$ cat config.mk
export PLATFORM = sky130hd
export DESIGN_NAME = input_buffer
export DESIGN_NICKNAME = d
export VERILOG_FILES = /design/src/rtl/sha256_pkg.sv /design/src/rtl/input_buffer_ctrl.sv /design/src/rtl/input_buffer.sv
export SDC_FILE = /design/constraint.sdc
export NUM_CORES = 1
export LEC_CHECK = 0
export CAP_MARGIN = 30
export CORE_MARGIN = 10
export CORE_UTILIZATION = 60
export DETAILED_ROUTE_END_ITERATION = 8
export PLACE_DENSITY = 0.83
export SETUP_SLACK_MARGIN = 0.05
export SLEW_MARGIN = 30
export SYNTH_ARGS = -nofsm -noshare
export SYNTH_HDL_FRONTEND = slang
export SYNTH_SLANG_ARGS = --single-unit
$ cat constraint.sdc
create_clock -name clk -period 8.82 [get_ports clk]
set_clock_uncertainty 0.05 [all_clocks]
set_input_delay 1.323 -clock clk [delete_from_list [all_inputs] [get_ports clk]]
set_output_delay 1.323 -clock clk [all_outputs]
set_load 0.02 [all_outputs]
$ cat src/rtl/sha256_pkg.sv
// Shared definitions for the SHA-256 message input buffer.
// Holds the block geometry, the buffer state encoding, the word type and a
// popcount helper used to derive the written-word count from the write mask.
package sha256_pkg;

   localparam int WORD_W  = 32;
   localparam int N_WORDS = 16;
   localparam int ADDR_W  = 4;
   localparam int CNT_W   = 5;

   localparam logic [N_WORDS-1:0] MASK_EMPTY = 16'h0000;
   localparam logic [N_WORDS-1:0] MASK_FULL  = 16'hFFFF;

   typedef logic [31:0] word_t;

   typedef enum logic {
      ST_FILL  = 1'b0,
      ST_READY = 1'b1
   } buf_state_t;

   // Number of set bits in a 16-bit write mask (0..16).
   function automatic logic [CNT_W-1:0] popcount16(input logic [N_WORDS-1:0] m);
      logic [CNT_W-1:0] cnt;
      cnt = 5'd0;
      for (int i = 0; i < N_WORDS; i++) begin
         cnt = cnt + {4'd0, m[i]};
      end
      return cnt;
   endfunction

endpackage

$ cat src/rtl/input_buffer_ctrl.sv
// Control path of the message input buffer.
// Tracks which words have been written (mask), owns the FILL/READY handshake
// with the compression core and produces the one-cycle error pulses.
// Ports:
//   clk, rst      : clock, synchronous active-high reset
//   addr, we      : host write index and strobe
//   load          : host commit request
//   ack           : core release pulse
//   mem_we        : storage write enable (combinational, FILL only)
//   block_valid   : block owned by core
//   full          : all words written since last release
//   word_cnt      : distinct words written
//   wr_err        : write attempted while block owned by core
//   load_err      : commit while incomplete or while block owned by core
module input_buffer_ctrl
   import sha256_pkg::*;
(
   input  logic              clk,
   input  logic              rst,
   input  logic [ADDR_W-1:0] addr,
   input  logic              we,
   input  logic              load,
   input  logic              ack,
   output logic              mem_we,
   output logic              block_valid,
   output logic              full,
   output logic [CNT_W-1:0]  word_cnt,
   output logic              wr_err,
   output logic              load_err
);

   buf_state_t         state_r;
   buf_state_t         state_nx;
   logic [N_WORDS-1:0] mask_r;
   logic [N_WORDS-1:0] mask_nx;
   logic [N_WORDS-1:0] wr_mask_s;
   logic               mem_we_s;
   logic               wr_err_nx;
   logic               load_err_nx;
   logic               block_valid_r;
   logic               full_r;
   logic [CNT_W-1:0]   word_cnt_r;
   logic               wr_err_r;
   logic               load_err_r;

   // Next-state, mask update and error decode for the FILL/READY handshake.
   always_comb begin
      state_nx    = state_r;
      mask_nx     = mask_r;
      wr_mask_s   = mask_r;
      mem_we_s    = 1'b0;
      wr_err_nx   = 1'b0;
      load_err_nx = 1'b0;
      case (state_r)
         ST_FILL: begin
            if (we) begin
               mem_we_s  = 1'b1;
               wr_mask_s = mask_r | ({{(N_WORDS-1){1'b0}}, 1'b1} << addr);
            end else begin
               wr_mask_s = mask_r;
            end
            mask_nx = wr_mask_s;
            // Completeness includes a write landing in the same cycle.
            if (load) begin
               if (wr_mask_s == MASK_FULL) begin
                  state_nx = ST_READY;
               end else begin
                  load_err_nx = 1'b1;
               end
            end else begin
               state_nx = ST_FILL;
            end
         end
         ST_READY: begin
            // Host activity is dropped and flagged, never deferred.
            wr_err_nx   = we;
            load_err_nx = load;
            if (ack) begin
               state_nx = ST_FILL;
               mask_nx  = MASK_EMPTY;
            end else begin
               state_nx = ST_READY;
            end
         end
         default: begin
            state_nx = ST_FILL;
            mask_nx  = MASK_EMPTY;
         end
      endcase
   end

   // State, mask and registered status outputs.
   always_ff @(posedge clk) begin
      if (rst) begin
         state_r       <= ST_FILL;
         mask_r        <= MASK_EMPTY;
         block_valid_r <= 1'b0;
         full_r        <= 1'b0;
         word_cnt_r    <= 5'd0;
         wr_err_r      <= 1'b0;
         load_err_r    <= 1'b0;
      end else begin
         state_r       <= state_nx;
         mask_r        <= mask_nx;
         block_valid_r <= (state_nx == ST_READY);
         full_r        <= (mask_nx == MASK_FULL);
         word_cnt_r    <= popcount16(mask_nx);
         wr_err_r      <= wr_err_nx;
         load_err_r    <= load_err_nx;
      end
   end

   assign mem_we      = mem_we_s;
   assign block_valid = block_valid_r;
   assign full        = full_r;
   assign word_cnt    = word_cnt_r;
   assign wr_err      = wr_err_r;
   assign load_err    = load_err_r;

endmodule

$ cat src/rtl/input_buffer.sv
// SHA-256 message input buffer (write-side counterpart of the output buffer).
// The host fills 16 words by index and commits; the core then reads W[0..15]
// by index and acknowledges, returning the buffer to the host.
// Ports:
//   clk, rst    : clock, synchronous active-high reset
//   addr, we    : host write index and strobe
//   in_var      : host write data
//   load        : host commit request
//   rd_addr     : core read index
//   ack         : core release pulse
//   out_var     : registered word at rd_addr (1-cycle latency)
//   block_valid, full, word_cnt, wr_err, load_err : status, see control path
module input_buffer
   import sha256_pkg::*;
(
   input  logic              clk,
   input  logic              rst,
   input  logic [ADDR_W-1:0] addr,
   input  logic              we,
   input  logic [WORD_W-1:0] in_var,
   input  logic              load,
   input  logic [ADDR_W-1:0] rd_addr,
   input  logic              ack,
   output logic [WORD_W-1:0] out_var,
   output logic              block_valid,
   output logic              full,
   output logic [CNT_W-1:0]  word_cnt,
   output logic              wr_err,
   output logic              load_err
);

   word_t mem_r [N_WORDS];
   word_t out_var_r;
   logic  mem_we_s;

   input_buffer_ctrl u_ctrl (
      .clk         (clk),
      .rst         (rst),
      .addr        (addr),
      .we          (we),
      .load        (load),
      .ack         (ack),
      .mem_we      (mem_we_s),
      .block_valid (block_valid),
      .full        (full),
      .word_cnt    (word_cnt),
      .wr_err      (wr_err),
      .load_err    (load_err)
   );

   // Word storage; deliberately not reset, contents are meaningful only once written.
   always_ff @(posedge clk) begin
      if (mem_we_s) begin
         mem_r[addr] <= in_var;
      end else begin
         mem_r[addr] <= mem_r[addr];
      end
   end

   // Registered read port, active in every state.
   always_ff @(posedge clk) begin
      if (rst) begin
         out_var_r <= 32'h0000_0000;
      end else begin
         out_var_r <= mem_r[rd_addr];
      end
   end

   assign out_var = out_var_r;

endmodule

==> impl_metrics.toml, run 1 <==
[clock_network]
clkLatencyLatePin_ns = 0.57
cts-root-buf = "clkbuf_16"
post_cts_buffers = 0
cts_tree = "built"
ctsResizeCount = 0
cts_made_buffers = 55
clk_path_buf_depth = 3
cts_num_sinks = 569
hold_buffers = 0
path_clk_slew_ns = 0.06
cts.htree.levels = 2

[synth]
synth_top_area_cell = "edfxtp_1"
async_flop_share = 0
yosysWarnings = 0
ys_ff_latch = 569
ys_dominant_reg_cell = "edfxtp_1"
avgSynthCellArea_um2 = 22.5
synth_edf_count = 512
ys_seq_area_frac = 0.767
syn_nets = 1019
syn_area_mm2 = 0.0215
netlist_instances = 958
synth_cell_types = 41
synth.area.top_cells = "edfxtp_1 (71%), mux4_2 (17%), dfxtp_1 (5.3%)"
synth_top_area_share = 0.714

[cells_and_area]
final_common_cell = "edfxtp_1"
most-common-layout-cells = "edfxtp_1 (512), mux4_2 (160), clkdlybuf4s50_1 (80)"
area_delta_synth_final_pct = 14.8
fillers = 1996
drive_gt1_frac = 0.243
final_nets = 1137
fin_area_mm2 = 0.0247

[power_and_ir_drop]
p_clk_frac = 0.401
internal-power_mw = 4.41
p_comb_frac = 0.058
seq_power_share = 0.541
p_sw_mw = 1.13
powerDensity_mw_per_mm2 = 224
peakVddDrop_v = 0.000187
p_sw_frac = 0.205
p_leak_nw = 7.90

[worst_setup_path]
path_max_fanout = 34
crit_chain = "clkdlybuf4s50_1 > nand2b_1 > nor2_4 > buf_4 > a21oi_1 > fa_1 > inv_1 > fa_1 > fa_1 > inv_1 > fa_1 > fa_1 > fa_1 > inv_1 > a21oi_1 > nor3b_1"
worstSetupPathType = "in -> reg"
crit_required_ns = 9.26
critPathArrivalTime_ns = 6.79
cpPeakStageDelay_ns = 0.90
slowest_stage = "clkdlybuf4s50_1"
crit_family = "adder cells"
cpMostUsedCell = "fa_1"
cp-start-kind = "primary input"
timing.critical_path.buf_inv = 5
endpoint_kind = "flip-flop"

[placed_design]
io_buffers = 85
placed_area_mm2 = 0.0230
gp_congestion = 0.861
hpwl_um = 22800

[global_route]
antenna_found_initial = 4
grt_pass1_vias = 10900
track_usage = 0.220
grt_max_degree = 80
overflow = 0
grt_pass1_wl_um = 71500

[drt]
drc = 0
firstDrtPassIters = 5
num_vias = 10400
vias_per_cell = 6.57
drt-initial-drc-count = 1152
detail-route-antenna-nets = 0
wirelength_um = 47800
wl_per_cell_um = 30.2

[floorplanning]
start_util = 0.607
fp.dieW_um = 209
rows = 69
pin_count = 86
core_region_area_mm2 = 0.0355
die_area_mm2 = 0.0439
die_h_um = 209

[sta]
fin_crit_ns = 6.35
setup_tns_ns = 0
maxSlewViolCount = 0
slew_headroom = 0.352
worst_pin_slew_ns = 0.971
finalHoldViolCount = 0
setup_viol = 0
period_share = 0.720
max_freq_ghz = 0.158
rsz0062_at_grt = "no"

[run_status]
status = "completed"

[job]
maxCapViolCount = 0

[hold_path]
hp-class = "reg -> reg"
path summary, 6_finish.rpt:
path	start	endpoint	slack, ns	cells past startpoint
setup / recovery	addr[3]	u_ctrl.word_cnt[4]	2.47	16
hold / removal	u_ctrl.mask_r[13]	u_ctrl.mask_r[13]	0.49	2
setup reg to reg	u_ctrl.state_r	u_ctrl.word_cnt[4]	3.61	15
hold reg to reg	u_ctrl.mask_r[13]	u_ctrl.mask_r[13]	0.49	2
cell type report:
class                           count  area, um2  area share
Timing Repair Buffer              105       1000      0.0406
Inverter                           15       56.3     0.00228
Antenna cell                        1       2.50    0.000101
Multi-Input combinational cell    330       4880       0.197
Clock buffer                       86       1580      0.0637
Tap cell                          461        577      0.0233
Sequential cell                   569      16500       0.668
Clock inverter                     15        118     0.00476
cells by family (layout without fill, tap and decap cells):
group | Yosys count | count (layout) | synth area share
DFF | 569 | 569 | 0.767
muxes | 161 | 161 | 0.168
and+or+nand+nor | 114 | 114 | 0.0290
buffers and inverters | 59 | 221 | 0.0116
AOI/OAI and AO/OA | 37 | 37 | 0.0112
adders and majority gates | 16 | 16 | 0.0128
xor gates and xnor gates | 2 | 2 | 0.000813
other | 0 | 1 | 0
per-stage QoR:
| step | cells | hold slack, ns | worst slack (ns) | utilization | power [mW] |
|---|---|---|---|---|---|
| 6_report | 1582 | 0.493 | 2.47 | 0.697 | 5.54 |
| 5_1_grt | 1582 | 0.526 | 2.29 | 0.697 | 5.69 |
| 4_1_cts | 1581 | 0.489 | 2.50 | 0.697 | 5.57 |
| 3_5_place_dp | 1480 | 0.472 | 2.00 | 0.649 | 3.37 |
| 3_3_place_gp | 1480 | 0.490 | 2.12 | 0.649 | 3.36 |
| 2_1_floorplan | 958 | 0.417 | 1.09 | - | 3.24 |
worst reg2reg max path: stages, from the launching register on:
cell and delay (ns):
dfxtp_1 0.39, nand4bb_1 0.47, nor2_4 0.20, buf_4 0.49
a21oi_1 0.19, fa_1 0.59, inv_1 0.07, fa_1 0.50
fa_1 0.49, inv_1 0.05, fa_1 0.45, fa_1 0.42
fa_1 0.47, inv_1 0.08, a21oi_1 0.07, nor3b_1 0.16
registers in the layout, indices dropped and copies added (netlist names):
name,flops
u_ctrl.load_err,1
u_ctrl.mask_r,16
u_ctrl.wr_err,1
u_ctrl.word_cnt,5
mem_r,512
out_var,32
u_ctrl.state_r,1
u_ctrl.full,1
cells in the mapped netlist, types with 6 or more instances:
cell type,number
a21oi_1,15
buf_2,14
clkbuf_1,26
dfxtp_1,57
edfxtp_1,512
fa_1,10
ha_1,6
inv_1,15
mux4_2,160
nand2_1,7
nor2_1,42
nor2b_1,38
per-layer routing:
layer / GRT usage / part of all wire / vias to the layer above
li1: - / - / 4205
met1: 0.277 / 0.36 / 5462
met2: 0.373 / 0.53 / 589
met3: 0.0447 / 0.083 / 127
met4: 0.0809 / 0.033 / 6
met5: 0 / 0.00092 / -
power by group through the flow:
stage	registers [mW]	clock network (mW)	logic, mW
after floorplan	3.07	0	0.167
after global placement	3.05	0	0.310
after detailed placement	3.05	0	0.318
after CTS	3.00	2.25	0.324
after global routing	3.00	2.35	0.344
final	3.00	2.22	0.321
(Power assumes the default switching activity.)
==> inputs of run 2 (changes only) <==
==> constraint.sdc (replaced) <==
create_clock -name clk -period 6.54 [get_ports clk]
set_clock_uncertainty 0.05 [all_clocks]
set_input_delay 0.981 -clock clk [delete_from_list [all_inputs] [get_ports clk]]
set_output_delay 0.981 -clock clk [all_outputs]
set_load 0.02 [all_outputs]
==> impl_metrics.toml, run 2 (synthesized netlist as in run 1, its figures left out) <==
[drt]
wirelength_um = 47000
detail-route-antenna-nets = 0
wl_per_cell_um = 29.6
num_vias = 10200
drc = 0
vias_per_cell = 6.44
drt-initial-drc-count = 1208
firstDrtPassIters = 5

[placed_design]
gp_congestion = 0.851
placed_cells = 1482
post-place-ws_ns = 0.377
hpwl_um = 23000
io_buffers = 85

[worst_setup_path]
cpMostUsedCell = "fa_1"
cpPeakStageDelay_ns = 0.80
crit_required_ns = 6.98
crit_family = "adder cells"
crit_chain = "clkdlybuf4s50_1 > or4b_1 > nor3_4 > a21o_1 > ha_1 > fa_1 > fa_1 > fa_1 > inv_1 > fa_1 > fa_1 > fa_1 > inv_1 > a21oi_1 > nor3b_1"
critPathArrivalTime_ns = 6.05
rrSetupSlack_ns = 1.52
endpoint_kind = "flip-flop"
cp-start-kind = "primary input"
worstSetupPathType = "in -> reg"
timing.critical_path.buf_inv = 3
path_max_fanout = 9
slowest_stage = "or4b_1"

[cells_and_area]
multi_input_area_mm2 = 0.00490
fillers = 2042
final_nets = 1139
finalNonFillerCells = 1584
final_common_cell = "edfxtp_1"
area_delta_synth_final_pct = 15.1
largest_reg_flops = 512
drive_gt1_frac = 0.246
regMostFlops = "mem_r"
most-common-layout-cells = "edfxtp_1 (512), mux4_2 (160), clkdlybuf4s50_1 (80)"
seq_area_mm2 = 0.0165
num_antenna_cells = 0

[clock_network]
cts_tree = "built"
clk_path_buf_depth = 3
ctsResizeCount = 0
cts_num_sinks = 569
cts_made_buffers = 55
clkLatencyLatePin_ns = 0.57
post_cts_buffers = 0
cts.htree.levels = 2
path_clk_slew_ns = 0.06
cts-root-buf = "clkbuf_16"
hold_buffers = 0

[floorplanning]
start_util = 0.607
die_area_mm2 = 0.0439
rows = 69
die_h_um = 209
pin_count = 86
core_region_area_mm2 = 0.0355
fp.dieW_um = 209

[power_and_ir_drop]
p_clk_frac = 0.402
p_sw_frac = 0.205
seq_power_share = 0.540
p_comb_frac = 0.058
p_sw_mw = 1.53
peakVddDrop_v = 0.000222
internal-power_mw = 5.96
p_leak_nw = 7.94
powerDensity_mw_per_mm2 = 302

[sta]
max_freq_ghz = 0.178
fin_crit_ns = 5.61
maxSlewViolCount = 0
slew_headroom = 0.367
worst_pin_slew_ns = 0.947
period_share = 0.858
finalHoldViolCount = 0
fin_ws_ns = 0.926
setup_viol = 0
rsz0062_at_grt = "no"
setup_tns_ns = 0

[global_route]
track_usage = 0.215
antenna_found_initial = 1
grt_max_degree = 83
overflow = 0
grt_pass1_vias = 10700
grt_pass1_wl_um = 70700

[job]
maxCapViolCount = 0

[run_status]
status = "completed"

[hold_path]
hp-class = "reg -> reg"
-- run 2: worst min-delay path, stage by stage, from the launching register on --
cell,delay [ns]
dfxtp_1,0.34
a21oi_1,0.11
nor2_1,0.08
-- run 2: area by class of cell --
| class | count | share of cell area |
|---|---|---|
| Clock buffer | 84 | 0.0636 |
| Timing Repair Buffer | 107 | 0.0420 |
| Sequential cell | 569 | 0.666 |
| Clock inverter | 18 | 0.00540 |
| Inverter | 15 | 0.00227 |
| Multi-Input combinational cell | 330 | 0.197 |
| Tap cell | 461 | 0.0233 |
-- run 2: worst paths after layout --
kind                      from            endpoint  cells past startpoint
max                    addr[0]  u_ctrl.word_cnt[4]                     15
min          u_ctrl.mask_r[14]   u_ctrl.mask_r[14]                      2
max reg2reg     u_ctrl.state_r  u_ctrl.word_cnt[4]                     14
min reg2reg  u_ctrl.mask_r[14]   u_ctrl.mask_r[14]                      2
-- run 2: layer usage --
metal  global-route usage  part of all wire  routed length (um)  vias to the layer above
li1                     -                 -                   -                     4209
met1                0.281              0.38               18000                     5382
met2                0.367              0.52               24400                      522
met3               0.0374             0.075                3540                       82
met4               0.0608             0.021                 984                        2
met5                    0           0.00038                  18                        -
-- run 2: power groups by stage --
stage | Combinational, mW | Sequential, mW | Clock, mW
after floorplan | 0.226 | 4.14 | 0
after global placement | 0.423 | 4.11 | 0
after detailed placement | 0.436 | 4.12 | 0
after CTS | 0.440 | 4.04 | 3.05
after global routing | 0.467 | 4.04 | 3.18
final | 0.435 | 4.04 | 3.01
-- run 2: through the flow --
step                hold WS (ns)   util  cell area [um2]  power (mW)
floorplan                  0.417      -            21600        4.36
global placement           0.495  0.650            23100        4.54
global route               0.534  0.699            24800        7.69
finish                     0.512  0.699            24800        7.49
CTS                        0.505  0.699            24800        7.53
detailed placement         0.488  0.651            23100        4.55
